## src/rtl/uart_pkg.sv

```systemverilog
`default_nettype none
// ============================================================================
// Module      : uart_pkg
// Description : Shared constants, receiver state encoding and frame-length
//               helper for the UART program loader.
// Revision    : 1.0 - initial release
// ============================================================================
package uart_pkg;

  // Parity modes
  localparam int PAR_NONE = 0;
  localparam int PAR_EVEN = 1;
  localparam int PAR_ODD  = 2;

  // Receiver FSM states
  typedef enum logic [2:0] {
    S_IDLE      = 3'd0,
    S_START     = 3'd1,
    S_DATA      = 3'd2,
    S_PARITY    = 3'd3,
    S_STOP      = 3'd4,
    S_WAIT_IDLE = 3'd5
  } rx_state_e;

  // Total bits in one frame: start + data + optional parity + stop bits
  function automatic int frame_bits(input int data_w, input int parity,
                                    input int stop_bits);
    return 1 + data_w + ((parity != PAR_NONE) ? 1 : 0) + stop_bits;
  endfunction

endpackage
`default_nettype wire

```

## src/rtl/uart_rx_core.sv

```systemverilog
`default_nettype none
// ============================================================================
// Module      : uart_rx_core
// Description : Configurable UART receiver: 2-FF synchroniser, bit timer,
//               LSB-first shifter and frame FSM. Emits one-cycle valid,
//               frame-error and parity-error pulses.
// Revision    : 1.0 - initial release
// ============================================================================
module uart_rx_core
  import uart_pkg::*;
#(
  parameter int CLKS_PER_BIT = 24,
  parameter int DATA_W       = 8,
  parameter int PARITY       = PAR_NONE,
  parameter int STOP_BITS    = 1
) (
  input  logic              clk_i,
  input  logic              rst_i,
  input  logic              rx_i,
  output logic [DATA_W-1:0] word_o,
  output logic              valid_o,
  output logic              fe_o,
  output logic              pe_o,
  output logic              busy_o
);

  localparam int FRAME_BITS = frame_bits(DATA_W, PARITY, STOP_BITS);
  localparam int BITS_W     = $clog2(FRAME_BITS);
  localparam int CNT_W      = $clog2(CLKS_PER_BIT);

  // Start bit is sampled half a bit in; every later bit one full bit later
  localparam logic [CNT_W-1:0]  HALF_RELOAD = CNT_W'(CLKS_PER_BIT / 2 - 1);
  localparam logic [CNT_W-1:0]  FULL_RELOAD = CNT_W'(CLKS_PER_BIT - 1);
  localparam logic [BITS_W-1:0] DATA_LAST   = BITS_W'(DATA_W - 1);
  localparam logic [BITS_W-1:0] STOP_LAST   = BITS_W'(STOP_BITS - 1);
  localparam logic              PAR_INV     = (PARITY == PAR_ODD);

  logic              sync_q;
  logic              rxs_q;
  rx_state_e         state_q, state_d;
  logic [CNT_W-1:0]  cnt_q, cnt_d;
  logic [BITS_W-1:0] bits_q, bits_d;
  logic [DATA_W-1:0] shreg_q, shreg_d;
  logic              par_err_q, par_err_d;
  logic [DATA_W-1:0] word_q, word_d;
  logic              valid_q, valid_d;
  logic              fe_q, fe_d;
  logic              pe_q, pe_d;
  logic              tick;

  assign tick    = (cnt_q == '0);
  assign word_o  = word_q;
  assign valid_o = valid_q;
  assign fe_o    = fe_q;
  assign pe_o    = pe_q;
  assign busy_o  = (state_q != S_IDLE);

  // Two-flop synchroniser; resets to the idle (high) line level
  always_ff @(posedge clk_i) begin
    if (rst_i) begin
      sync_q <= 1'b1;
      rxs_q  <= 1'b1;
    end else begin
      sync_q <= rx_i;
      rxs_q  <= sync_q;
    end
  end

  // Frame FSM, bit timer and shifter: next-state and registered outputs
  always_comb begin
    state_d   = state_q;
    cnt_d     = cnt_q;
    bits_d    = bits_q;
    shreg_d   = shreg_q;
    par_err_d = par_err_q;
    word_d    = word_q;
    valid_d   = 1'b0;
    fe_d      = 1'b0;
    pe_d      = 1'b0;
    case (state_q)
      S_IDLE: begin
        // The line only returns here while high, so a low level is a fall
        if (!rxs_q) begin
          state_d   = S_START;
          cnt_d     = HALF_RELOAD;
          par_err_d = 1'b0;
        end
      end
      S_START: begin
        if (tick) begin
          if (rxs_q) begin
            state_d = S_IDLE;
          end else begin
            state_d = S_DATA;
            cnt_d   = FULL_RELOAD;
            bits_d  = DATA_LAST;
          end
        end else begin
          cnt_d = cnt_q - CNT_W'(1);
        end
      end
      S_DATA: begin
        if (tick) begin
          shreg_d = {rxs_q, shreg_q[DATA_W-1:1]};
          cnt_d   = FULL_RELOAD;
          if (bits_q == '0) begin
            if (PARITY != PAR_NONE) begin
              state_d = S_PARITY;
            end else begin
              state_d = S_STOP;
              bits_d  = STOP_LAST;
            end
          end else begin
            bits_d = bits_q - BITS_W'(1);
          end
        end else begin
          cnt_d = cnt_q - CNT_W'(1);
        end
      end
      S_PARITY: begin
        if (tick) begin
          par_err_d = rxs_q ^ (^shreg_q) ^ PAR_INV;
          cnt_d     = FULL_RELOAD;
          state_d   = S_STOP;
          bits_d    = STOP_LAST;
        end else begin
          cnt_d = cnt_q - CNT_W'(1);
        end
      end
      S_STOP: begin
        if (tick) begin
          cnt_d = FULL_RELOAD;
          if (!rxs_q) begin
            fe_d    = 1'b1;
            state_d = S_WAIT_IDLE;
          end else if (bits_q == '0) begin
            state_d = S_IDLE;
            if (par_err_q) begin
              pe_d = 1'b1;
            end else begin
              valid_d = 1'b1;
              word_d  = shreg_q;
            end
          end else begin
            bits_d = bits_q - BITS_W'(1);
          end
        end else begin
          cnt_d = cnt_q - CNT_W'(1);
        end
      end
      S_WAIT_IDLE: begin
        // Absorb a break: wait for the line to go high again
        if (rxs_q) begin
          state_d = S_IDLE;
        end
      end
      default: state_d = S_IDLE;
    endcase
  end

  // State and datapath registers
  always_ff @(posedge clk_i) begin
    if (rst_i) begin
      state_q   <= S_IDLE;
      cnt_q     <= '0;
      bits_q    <= '0;
      shreg_q   <= '0;
      par_err_q <= 1'b0;
      word_q    <= '0;
      valid_q   <= 1'b0;
      fe_q      <= 1'b0;
      pe_q      <= 1'b0;
    end else begin
      state_q   <= state_d;
      cnt_q     <= cnt_d;
      bits_q    <= bits_d;
      shreg_q   <= shreg_d;
      par_err_q <= par_err_d;
      word_q    <= word_d;
      valid_q   <= valid_d;
      fe_q      <= fe_d;
      pe_q      <= pe_d;
    end
  end

endmodule
`default_nettype wire

```

## src/rtl/uart_prog_loader.sv

```systemverilog
`default_nettype none
// ============================================================================
// Module      : uart_prog_loader
// Description : UART receiver plus sequential program-memory loader. While
//               Load is high, good words are written to consecutive
//               addresses until DEPTH words are loaded. Error flags sticky.
// Revision    : 1.0 - initial release
// ============================================================================
module uart_prog_loader
  import uart_pkg::*;
#(
  parameter int CLKS_PER_BIT = 24,
  parameter int DATA_W       = 8,
  parameter int PARITY       = PAR_NONE,
  parameter int STOP_BITS    = 1,
  parameter int ADDR_W       = 5,
  parameter int DEPTH        = 32
) (
  input  logic              Clk,
  input  logic              Reset,
  input  logic              RX,
  input  logic              Load,
  output logic [DATA_W-1:0] Rx_data,
  output logic              Rx_valid,
  output logic              Wr_en,
  output logic [ADDR_W-1:0] Wr_addr,
  output logic [DATA_W-1:0] Wr_data,
  output logic              Done,
  output logic              FE,
  output logic              PE,
  output logic              Busy
);

  localparam logic [ADDR_W-1:0] LAST_ADDR = ADDR_W'(DEPTH - 1);

  logic [DATA_W-1:0] core_word;
  logic              core_valid;
  logic              core_fe;
  logic              core_pe;

  logic              load_q;
  logic [ADDR_W-1:0] ptr_q, ptr_d;
  logic              done_q, done_d;
  logic              fe_q, fe_d;
  logic              pe_q, pe_d;
  logic              load_rise;
  logic              wr_fire;
  logic [ADDR_W-1:0] wr_addr;

  uart_rx_core #(
    .CLKS_PER_BIT (CLKS_PER_BIT),
    .DATA_W       (DATA_W),
    .PARITY       (PARITY),
    .STOP_BITS    (STOP_BITS)
  ) u_core (
    .clk_i   (Clk),
    .rst_i   (Reset),
    .rx_i    (RX),
    .word_o  (core_word),
    .valid_o (core_valid),
    .fe_o    (core_fe),
    .pe_o    (core_pe),
    .busy_o  (Busy)
  );

  // Load edge clear, write gating at commit, pointer advance and sticky flags
  always_comb begin
    load_rise = Load & ~load_q;
    // A restart coinciding with a commit sends that word to address 0
    wr_addr   = load_rise ? '0 : ptr_q;
    wr_fire   = core_valid & Load & (load_rise | ~done_q);
    ptr_d     = wr_addr;
    done_d    = done_q & ~load_rise;
    fe_d      = (fe_q & ~load_rise) | core_fe;
    pe_d      = (pe_q & ~load_rise) | core_pe;
    if (wr_fire) begin
      if (wr_addr == LAST_ADDR) begin
        done_d = 1'b1;
      end else begin
        ptr_d = wr_addr + ADDR_W'(1);
      end
    end
  end

  // Loader registers
  always_ff @(posedge Clk) begin
    if (Reset) begin
      load_q <= 1'b0;
      ptr_q  <= '0;
      done_q <= 1'b0;
      fe_q   <= 1'b0;
      pe_q   <= 1'b0;
    end else begin
      load_q <= Load;
      ptr_q  <= ptr_d;
      done_q <= done_d;
      fe_q   <= fe_d;
      pe_q   <= pe_d;
    end
  end

  assign Rx_data  = core_word;
  assign Rx_valid = core_valid;
  assign Wr_en    = wr_fire;
  assign Wr_addr  = wr_addr;
  assign Wr_data  = wr_fire ? core_word : '0;
  assign Done     = done_q;
  assign FE       = fe_q;
  assign PE       = pe_q;

endmodule
`default_nettype wire
```

## config.mk

```make
export PLATFORM = sky130hd
export DESIGN_NAME = uart_prog_loader
export DESIGN_NICKNAME = d
export VERILOG_FILES = /design/src/rtl/uart_pkg.sv /design/src/rtl/uart_rx_core.sv /design/src/rtl/uart_prog_loader.sv
export SDC_FILE = /design/constraint.sdc
export NUM_CORES = 1
export LEC_CHECK = 0
export CORE_MARGIN = 2
export CORE_UTILIZATION = 42
export CTS_BUF_LIST = sky130_fd_sc_hd__clkbuf_16
export DETAILED_ROUTE_END_ITERATION = 16
export HOLD_SLACK_MARGIN = 0.03
export MAX_ROUTING_LAYER = met4
export PLACE_DENSITY_LB_ADDON = 0.3
export SYNTH_ARGS = -nofsm -noshare
export SYNTH_HDL_FRONTEND = slang
export SYNTH_SLANG_ARGS = --single-unit
```

## constraint.sdc

```tcl
create_clock -name Clk -period 3.8 [get_ports Clk]
set_input_delay 1.14 -clock Clk [delete_from_list [all_inputs] [get_ports Clk]]
set_output_delay 1.14 -clock Clk [all_outputs]
set_load 0.005 [all_outputs]
```

==> results.json <==
{
  "outcome": "finished, final reports clean",
  "wl_um": 4320,
  "path_clk_slew_ns": 0.05,
  "ys.flop_type": "dfxtp_1",
  "cap_viol_max_count": 0,
  "synth_nets": 253,
  "postSynth.asyncResetShare_pct": 0,
  "rows": 25,
  "drc_errors": 0,
  "gp_congestion": 0.851,
  "vias": 1734,
  "ys_warn_count": 0,
  "yosysUniqueCellTypes": 46,
  "synth_seq_cells": 43,
  "worstReg2RegEnd": "u_core.word_o[3]",
  "cp.depth": 6,
  "fp.dieH_um": 75.1,
  "portBuffers": 30,
  "dpl_worst_slack_ns": -0.0276,
  "worstMarginPinSlew_ns": 0.636,
  "cts_tree": "done",
  "slowest_stage": "clkdlybuf4s50_1",
  "drtIter0Drc": 49,
  "grt_util_all_layers_pct": 16.7,
  "via_per_inst": 5.06,
  "fin_skew_ns": 0.00439,
  "clk_latency_ns": 0.28,
  "fmax_mhz": 279,
  "grt_pass1_vias": 1518,
  "htreeDepth": 2,
  "syn_to_final_growth_pct": 25.9,
  "clk_path_buf_depth": 2,
  "final_antenna_net_count": 0,
  "postSynthCellCount": 245,
  "fp.dieArea_mm2": 0.00564,
  "grt_setup_unrepaired": "false",
  "power_density_mw_per_mm2": 425,
  "finalMaxSlewViolations": 0,
  "dp_hpwl_um": 2920,
  "final-hold-violation-count": 0,
  "overflow": 0,
  "critPathMaxFanout": 5,
  "setup_ws_ns": 0.219,
  "whs_ns": 0.406,
  "worstPathCellList": "dlygate4sd2_1, nand2_1, a21oi_2, buf_6, and2_1, clkdlybuf4s50_1",
  "synth_top_cell_by_area": "dfxtp_1",
  "crit_path_end_kind": "output pin",
  "cts_made_buffers": 5,
  "cts_hold_buf": 0,
  "pin_count": 31,
  "crit_path_start": "Load",
  "r2r_slack_ns": 1.56,
  "cts_root_buffer": "clkbuf_16",
  "crit_buf_inv": 3,
  "die_x_um": 75.1,
  "layout-drive-gt1-share_pct": 7.61,
  "required_ns": 2.66,
  "vdd_ir_drop_max_mv": 0.250,
  "critical_path_class": "input pin to output pin",
  "final_area_mm2": 0.00267,
  "grt_pass1_wl_um": 7040,
  "r2r_start": "u_core.cnt_q[0]",
  "yosys.area.top_type_share_pct": 40.5,
  "startpoint_type": "input pin",
  "grt_max_degree": 21,
  "fin_nets": 283,
  "final-setup-viol-count": 0,
  "synth_edf_count": 0,
  "period_needed_ns": 3.58,
  "p_leak_nw": 1.12,
  "antenna_found_initial": 0,
  "critical_path.top_delay_family": "buffers and inverters",
  "fin_util_pct": 55.9,
  "post_dp_cell_area_mm2": 0.00249,
  "antenna_cells": 0,
  "finalCritPeriodShare_pct": 94.2,
  "synth_area_per_cell_um2": 8.67,
  "drtPass1Iterations": 4,
  "crit_end": "Wr_data[6]",
  "r2r_cells": 7,
  "initial_core_util_pct": 44.4,
  "slew_headroom_pct": 57.4,
  "wl_per_cell_um": 12.6,
  "clock-sinks": 43,
  "cp_slowest_stage_delay_ns": 0.49,
  "ys_seq_area_share_pct": 40.5,
  "yosys-top-cells-area": "dfxtp_1 (41%), mux2i_1 (9.0%), nor2_1 (6.7%), a21oi_1 (3.5%), and2_1 (3.2%)",
  "syn-cell-area_mm2": 0.00212,
  "core_area_mm2": 0.00479,
  "arrival_ns": 2.44,
  "worstHoldPathType": "flip-flop to flip-flop"
}
timing repair:
action | CTS | global route
gates resized for setup | 6 | 0
hold endpoints to repair | 0 | 0
endpoints found under the setup margin | 8 | 0
setup buffers | 0 | 0
Yosys cell counts (3+ instances only):
cell,number
nand2b_1,6
o22ai_1,3
dfxtp_1,43
nand2_1,13
nand3_1,6
and2_1,11
xnor2_1,6
a21oi_1,15
o21ai_1,3
ha_1,4
inv_1,7
a211oi_1,5
a21o_1,3
nor3_1,6
nor2b_1,7
clkbuf_1,9
mux2i_1,19
nor2_1,38
buf_2,3
nor3b_1,5
report_power, final:
part | switching (mW) | leakage, nW | total [mW] | internal (mW)
registers | 0.0304 | 0.348 | 0.497 | 0.466
clock network | 0.167 | 0.0812 | 0.473 | 0.306
logic | 0.0918 | 0.690 | 0.167 | 0.0754
total | 0.289 | 1.12 | 1.14 | 0.848
sequential cells by signal, summed over array words and instances, names as in the netlist:
| signal | cells |
|---|---|
| Done | 1 |
| u_core.par_err_q | 1 |
| u_core.pe_o | 1 |
| u_core.state_q | 3 |
| u_core.cnt_q | 5 |
| FE | 1 |
| load_q | 1 |
| ptr_q | 5 |
| u_core.sync_q | 1 |
| u_core.valid_o | 1 |
| u_core.fe_o | 1 |
| u_core.shreg_q | 8 |
| u_core.bits_q | 4 |
| u_core.word_o | 8 |
| u_core.rxs_q | 1 |
| PE | 1 |
per-layer routing:
layer	share of wire (%)	GRT usage, %	vias to the layer above
li1	-	-	910
met1	51	22.4	797
met2	44	24.6	22
met3	3.4	4.02	5
met4	1.0	5.36	0
met5	0	-	-
layout make-up:
| type | instances | area, um^2 |
|---|---|---|
| fillers | 440 | 2110 |
| multi-input cells | 182 | 1190 |
| flip-flops and latches | 43 | 861 |
| repair buffers | 36 | 352 |
| clock buffers | 5 | 125 |
| well taps | 67 | 83.8 |
| clock inverters | 3 | 38.8 |
| inverters | 7 | 26.3 |
cells in the final DEF (no fill, tap or decap), types with 7 or more instances in the layout:
| cell | count |
|---|---|
| dfxtp_1 | 43 |
| nor2_1 | 38 |
| clkdlybuf4s50_1 | 29 |
| mux2i_1 | 19 |
| a21oi_1 | 14 |
| nand2_1 | 13 |
| and2_1 | 11 |
| inv_1 | 7 |
| nor2b_1 | 7 |
worst min-delay path by stage:
stage                        startpoint  depth (start not counted)           end  slack, ns
final                     u_core.sync_q                          1  u_core.rxs_q       0.41
after global routing      u_core.sync_q                          1  u_core.rxs_q       0.43
after CTS                 u_core.sync_q                          1  u_core.rxs_q       0.41
after detailed placement  u_core.sync_q                          1  u_core.rxs_q       0.40
after global placement    u_core.sync_q                          1  u_core.rxs_q       0.39
after floorplan           u_core.sync_q                          1  u_core.rxs_q       0.39
metrics by stage:
step                power, mW  cells   TNS (ns)
floorplan               0.636    245          0
global placement        0.668    334  -0.000395
detailed placement      0.671    334     -0.142
CTS                      1.15    343          0
global route             1.19    343          0
finish                   1.14    343          0
kinds of logic (layout without fill, tap and decap cells):
logic type / count (synthesis) / count (layout) / synth area share (%)
mux: 20 / 20 / 9.66
fa+ha+maj: 4 / 4 / 2.36
simple gates: 107 / 107 / 26.3
xor+xnor: 9 / 9 / 4.36
buf+inv: 20 / 51 / 3.71
compound gates: 42 / 42 / 13.0
flops: 43 / 43 / 40.5
Power figures use the tool's default switching activity.
